**config.mk**
```make
export PLATFORM = sky130hd
export DESIGN_NAME = sevenseg_scan_driver
export DESIGN_NICKNAME = d
export VERILOG_FILES = /design/src/rtl/sevenseg_scan_driver.sv
export SDC_FILE = /design/constraint.sdc
export NUM_CORES = 1
export LEC_CHECK = 0
export CORE_UTILIZATION = 51
export CTS_BUF_LIST = sky130_fd_sc_hd__clkbuf_16
export DETAILED_ROUTE_END_ITERATION = 6
export GPL_TIMING_DRIVEN = 0
export PLACE_DENSITY_LB_ADDON = 0.25
export SLEW_MARGIN = 20
export SYNTH_ARGS = -nofsm -noshare
export SYNTH_HDL_FRONTEND = slang
export SYNTH_SLANG_ARGS = --single-unit
```
**constraint.sdc**
```tcl
create_clock -name CLK -period 2.3 [get_ports CLK]
set_clock_uncertainty 0.05 [all_clocks]
set_input_delay 0.69 -clock CLK [delete_from_list [all_inputs] [get_ports CLK]]
set_output_delay 0.69 -clock CLK [all_outputs]
set_load 0.03 [all_outputs]
```
**src/rtl/sevenseg_scan_driver.sv**
```systemverilog
`default_nettype none
// ============================================================================
// Module      : sevenseg_scan_driver
// Description : Captures a 16-bit value once per scan frame and multiplexes it
//               as four hex digits onto a common-anode 7-segment display.
// Revision    : 1.0 - initial release
// ============================================================================
module sevenseg_scan_driver #(
    parameter int REFRESH_DIV    = 50000,
    parameter int GHOST_GUARD    = 4,
    parameter bit SEG_ACTIVE_LOW = 1'b1,
    parameter bit AN_ACTIVE_LOW  = 1'b1,
    parameter bit LZ_BLANK       = 1'b1
) (
    input  logic        CLK,
    input  logic        RST,
    input  logic [15:0] test_value,
    input  logic        Hold,
    input  logic        Blank,
    output logic [6:0]  Seg,
    output logic [3:0]  An,
    output logic [15:0] ValueQ,
    output logic        Changed
);

    localparam int CNT_W = (REFRESH_DIV > 1) ? $clog2(REFRESH_DIV) : 1;
    localparam logic [CNT_W-1:0] c_CNT_MAX = CNT_W'(REFRESH_DIV - 1);
    localparam logic [CNT_W-1:0] c_GUARD   = CNT_W'(GHOST_GUARD);
    localparam logic [CNT_W-1:0] c_CNT_ONE = CNT_W'(1);

    logic [CNT_W-1:0] r_cnt;
    logic [1:0]       r_dig;
    logic             w_tick;
    logic             w_frameEnd;
    logic [3:0]       w_nibble;
    logic             w_lzBlank;
    logic             w_anOn;
    logic [3:0]       w_anHigh;
    logic [6:0]       w_segHigh;
    logic [3:0]       w_anDrive;
    logic [6:0]       w_segDrive;
    logic [3:0]       w_anOff;
    logic [6:0]       w_segOff;

    function automatic logic [6:0] hexDecode(input logic [3:0] nib);
        logic [6:0] seg;
        case (nib)
            4'h0: seg = 7'h3F;
            4'h1: seg = 7'h06;
            4'h2: seg = 7'h5B;
            4'h3: seg = 7'h4F;
            4'h4: seg = 7'h66;
            4'h5: seg = 7'h6D;
            4'h6: seg = 7'h7D;
            4'h7: seg = 7'h07;
            4'h8: seg = 7'h7F;
            4'h9: seg = 7'h6F;
            4'hA: seg = 7'h77;
            4'hB: seg = 7'h7C;
            4'hC: seg = 7'h39;
            4'hD: seg = 7'h5E;
            4'hE: seg = 7'h79;
            default: seg = 7'h71;
        endcase
        return seg;
    endfunction

    assign w_tick     = (r_cnt == c_CNT_MAX);
    assign w_frameEnd = w_tick && (r_dig == 2'd3);

    always_ff @(posedge CLK) begin
        if (RST) begin
            r_cnt <= '0;
            r_dig <= 2'd0;
        end else begin
            r_cnt <= w_tick ? '0 : r_cnt + c_CNT_ONE;
            if (w_tick) begin
                r_dig <= r_dig + 2'd1;
            end
        end
    end

    // Capture only at frame boundaries so a frame never shows mixed values.
    always_ff @(posedge CLK) begin
        if (RST) begin
            ValueQ  <= 16'h0000;
            Changed <= 1'b0;
        end else begin
            Changed <= 1'b0;
            if (w_frameEnd && !Hold) begin
                ValueQ  <= test_value;
                Changed <= (test_value != ValueQ);
            end
        end
    end

    assign w_nibble = ValueQ[{r_dig, 2'b00} +: 4];

    always_comb begin
        w_lzBlank = 1'b0;
        if (LZ_BLANK) begin
            case (r_dig)
                2'd3:    w_lzBlank = (ValueQ[15:12] == 4'h0);
                2'd2:    w_lzBlank = (ValueQ[15:8] == 8'h00);
                2'd1:    w_lzBlank = (ValueQ[15:4] == 12'h000);
                default: w_lzBlank = 1'b0;
            endcase
        end
    end

    // Anodes stay off during the guard window to hide the previous digit's ghost.
    assign w_anOn    = !w_lzBlank && (r_cnt >= c_GUARD) && !Blank;
    assign w_anHigh  = w_anOn ? (4'b0001 << r_dig) : 4'b0000;
    assign w_segHigh = w_lzBlank ? 7'h00 : hexDecode(w_nibble);

    generate
        if (AN_ACTIVE_LOW) begin : g_anActiveLow
            assign w_anDrive = ~w_anHigh;
            assign w_anOff   = 4'hF;
        end else begin : g_anActiveHigh
            assign w_anDrive = w_anHigh;
            assign w_anOff   = 4'h0;
        end

        if (SEG_ACTIVE_LOW) begin : g_segActiveLow
            assign w_segDrive = ~w_segHigh;
            assign w_segOff   = 7'h7F;
        end else begin : g_segActiveHigh
            assign w_segDrive = w_segHigh;
            assign w_segOff   = 7'h00;
        end
    endgenerate

    always_ff @(posedge CLK) begin
        if (RST) begin
            An  <= w_anOff;
            Seg <= w_segOff;
        end else begin
            An  <= w_anDrive;
            Seg <= w_segDrive;
        end
    end

endmodule
`default_nettype wire

```
==> flow_summary.yaml <==
run_status:
  run_status: "complete, no violations"
worst_setup_path:
  critical-path-max-stage-delay_ns: 0.73
  timing.critical_path.fanout_max: 7
  timing.critical_path.max_delay_family: "buffers and inverters"
  regToRegStartpoint: "r_dig[0]$_SDFFE_PP0N_"
  regToRegEndpoint: "Seg[0]$_SDFF_PP1_"
  crit_path_cell_trace: "clkdlybuf4s50_1"
  critPathSlowestCell: "sky130_fd_sc_hd__clkdlybuf4s50_1"
  timing.reg2reg.setup_slack_ns: 0.14
  worstPathBufferInverterCount: 1
  worst_ep_required_time_ns: 1.56
  rr_worst_depth: 8
  worst-endpoint-arrival_ns: 1.51
  startpoint_type: "register"
  critPathKind: "reg -> out"
  cp-end-kind: "output port"
floorplanning:
  floorplan.rows: 24
  design.core.area_sq_um: 4414
  die_h_um: 70.28
  die_area_sq_um: 4939
  die-width_um: 70.28
  start_util_pct: 53.85
  boundaryPins: 48
synth:
  synthesis.nets: 289
  synthesis.area_per_instance_sq_um: 9.250
  synth_compound_area_share_pct: 6.053
  synth-seq-area-share_pct: 38.74
  post_synth_main_area_contributors: "sky130_fd_sc_hd__dfxtp_1 39%, sky130_fd_sc_hd__xnor2_1 9.9%, sky130_fd_sc_hd__mux2i_1 9.7%, sky130_fd_sc_hd__nor2_1 6.6%, sky130_fd_sc_hd__ha_1 6.3%"
  synth_adder_area_share_pct: 6.316
  synth_ff_type: "sky130_fd_sc_hd__dfxtp_1"
  yosys.cell_count.top_type: "sky130_fd_sc_hd__dfxtp_1"
  async_reset_ff_share_pct: 0
  syn-cell-area_sq_um: 2377
  combinational_family_with_the_most_area_after_synthesis: "simple AND/OR/NAND/NOR gates"
  synth_enable_flop_cells: 0
  number_of_warnings_reported_in_the_yosys_synthesis_log: 0
  muxShareOfSynthArea_pct: 12.53
  synth-xor-area-share_pct: 12.16
  yosys-top-cells-count: "46 x sky130_fd_sc_hd__dfxtp_1, 42 x sky130_fd_sc_hd__nor2_1, 27 x sky130_fd_sc_hd__xnor2_1"
  synth-seq-cells: 46
  synthCells: 257
  netlist.area_leader.share_pct: 38.74
  yosys.area_share.simple_pct: 20.53
  synth_largest_area_cell: "sky130_fd_sc_hd__dfxtp_1"
  synth_cell_types: 37
timing:
  tmin_final_ns: 2.247
  timing.max_slew.rel_slack_pct: 61.72
  setup_total_negative_slack_ns: 0
  final_hold_viol_count: 0
  worst_slack_ns: 0.05304
  max_clock_freq_mhz: 445.0
  timing.final.crit_share_pct: 97.69
  fin_worst_hold_slack_ns: 0.4368
  tightestPinTransition_ns: 0.5689
  grt_setup_unrepaired: "no"
  final_setup_violating_endpoints: 0
  drv_slew: 0
routing:
  route.vias.total: 2027
  drt-met1-wl_mm: 2.493
  drt-pass1-iter-count: 5
  wl_met3_um: 240
  avgViaCountPerCell: 5.523
  route.detailed.wl_per_inst_um: 14.48
  drcViolationCount: 0
  route.antenna.remaining_nets: 0
  topRoutingLayerUsed: "met4"
  first_iter_violations: 121
  routed_wirelength_mm: 5.314
  routed-wl-met2_mm: 2.489
worst_hold_path:
  timing.hold.worst_endpoint: "r_cnt[0]$_SDFF_PP0_"
  worstHoldStart: "r_cnt[0]$_SDFF_PP0_"
  holdCritPathClass: "reg -> reg"
  worstHoldPathCells: 1
global_route:
  vias_in_the_first_global_route: 1882
  grt_first_pass_wirelength_mm: 8.921
  grt_start_max_net_pins: 14
  total_global_routing_track_utilization_pct: 22.88
  globalRoute.totalOverflow: 0
  grt_antenna_before_repair: 0
clocking:
  tritoncts_clock_tree: "built"
  cts_hold_buffers: 0
  numCtsBuffers: 5
  clkSlewWorstSetupHoldPaths_ns: 0.06
  clk_root_buffer_cell: "sky130_fd_sc_hd__clkbuf_16"
  cts-htree-levels: 2
  cts-root-to-sink-buffers: 2
  cts_num_sinks: 46
  clkLatencyLatePin_ns: 0.28
finish:
  antenna_diode_count: 0
  n_fill_cell: 371
  syn_to_final_growth_pct: 29.79
  final_core_utilization_pct: 69.90
  final_layout_size_suffix_gt1_share_pct: 7.937
  design.final.nets: 346
placement:
  post-dp-hpwl_mm: 3.895
  place_congestion: 0.8737
  dpl_worst_slack_ns: -0.07567
  portBuffers: 47
flow_run:
  cap_violations: 0
power:
  p_total_w: 0.001601
  power_density_nw_per_um2: 518.8
  peakVddDrop_mv: 0.4329
  leakagePower_nw: 1.216
## cells in the final DEF, fill, tap and decap left out, types with 3 or more instances in the layout
| master | Yosys | layout |
|---|---|---|
| sky130_fd_sc_hd__o221ai_1 | 3 | 3 |
| sky130_fd_sc_hd__nand4_1 | 8 | 8 |
| sky130_fd_sc_hd__clkbuf_16 | 0 | 5 |
| sky130_fd_sc_hd__buf_4 | 1 | 4 |
| sky130_fd_sc_hd__nand3_1 | 10 | 10 |
| sky130_fd_sc_hd__clkdlybuf4s50_1 | 0 | 47 |
| sky130_fd_sc_hd__nor2_1 | 42 | 42 |
| sky130_fd_sc_hd__xor2_1 | 6 | 6 |
| sky130_fd_sc_hd__a21oi_1 | 7 | 7 |
| sky130_fd_sc_hd__nand2_1 | 12 | 12 |
| sky130_fd_sc_hd__inv_1 | 11 | 11 |
| sky130_fd_sc_hd__clkbuf_1 | 6 | 4 |
| sky130_fd_sc_hd__nor3_1 | 7 | 7 |
| sky130_fd_sc_hd__dfxtp_1 | 46 | 45 |
| sky130_fd_sc_hd__nor4_1 | 5 | 5 |
| sky130_fd_sc_hd__ha_1 | 12 | 11 |
| sky130_fd_sc_hd__mux2i_1 | 23 | 23 |
| sky130_fd_sc_hd__o211ai_1 | 4 | 4 |
| sky130_fd_sc_hd__xnor2_1 | 27 | 27 |
## kinds of logic (layout without fill, tap and decap cells)
| kind of cell | Yosys count | in the layout |
|---|---|---|
| AND/OR/NAND/NOR | 97 | 97 |
| flip-flops | 46 | 46 |
| XOR/XNOR | 33 | 33 |
| multiplexers | 27 | 27 |
| AO/OA/AOI/OAI | 22 | 22 |
| buffers and inverters | 20 | 78 |
| adder cells (fa/ha/maj) | 12 | 12 |
## metal layers
metal | GRT usage [%] | vias up
met1 | 31.60 | 954
met3 | 3.752 | 7
met5 | 0 | -
met4 | 9.333 | 0
li1 | - | 1000
met2 | 35.45 | 66
## area by class of cell
type | count | area (sq um) | area share [%]
inverter | 11 | 41.29 | 1.338
timing repair buffer | 50 | 493.0 | 15.98
buffer | 9 | 55.05 | 1.784
sequential | 46 | 922.1 | 29.89
multi-input combinational | 191 | 1371 | 44.44
clock inverter | 3 | 12.51 | 0.4055
tap | 52 | 65.06 | 2.109
clock buffer | 5 | 125.1 | 4.055
## flip-flops by register name (all words and copies together) (netlist names)
| register | flops |
|---|---|
| ValueQ | 16 |
| r_cnt | 16 |
| Seg | 7 |
| An | 4 |
| r_dig | 2 |
| Changed | 1 |
## report_power, final
part           internal (W)  switching [W]
Combinational     0.0000594      0.0000520
Clock              0.000393       0.000282
Sequential         0.000807     0.00000711
## how the worst max path moves through the flow
stage	from	end	cells past startpoint
2_1_floorplan	r_dig[0]$_SDFFE_PP0N_	Seg[0]$_SDFF_PP1_	8
3_3_place_gp	r_dig[0]$_SDFFE_PP0N_	Seg[0]$_SDFF_PP1_	8
3_5_place_dp	r_dig[1]$_SDFFE_PP0N_	Seg[5]$_SDFF_PP1_	8
4_1_cts	r_dig[0]$_SDFFE_PP0N_	Seg[0]$_SDFF_PP1_	8
5_1_grt	ValueQ[7]$_SDFFE_PP0N_	ValueQ[7]	1
6_report	ValueQ[7]$_SDFFE_PP0N_	ValueQ[7]	1
## what timing repair did
item / 4_1_cts / 5_1_grt
gates resized for setup: 2 / 6
setup buffers: 0 / 3
endpoints found under the setup margin: 3 / 5
gates cloned: 0 / 0
## metrics by stage
step	instance area, sq um	cells
finish	3085	367
global route	3085	367
CTS	3054	364
detailed placement	2913	356
global placement	2913	356
floorplan	2377	257
No activity file was read; power rests on OpenSTA's default activity.
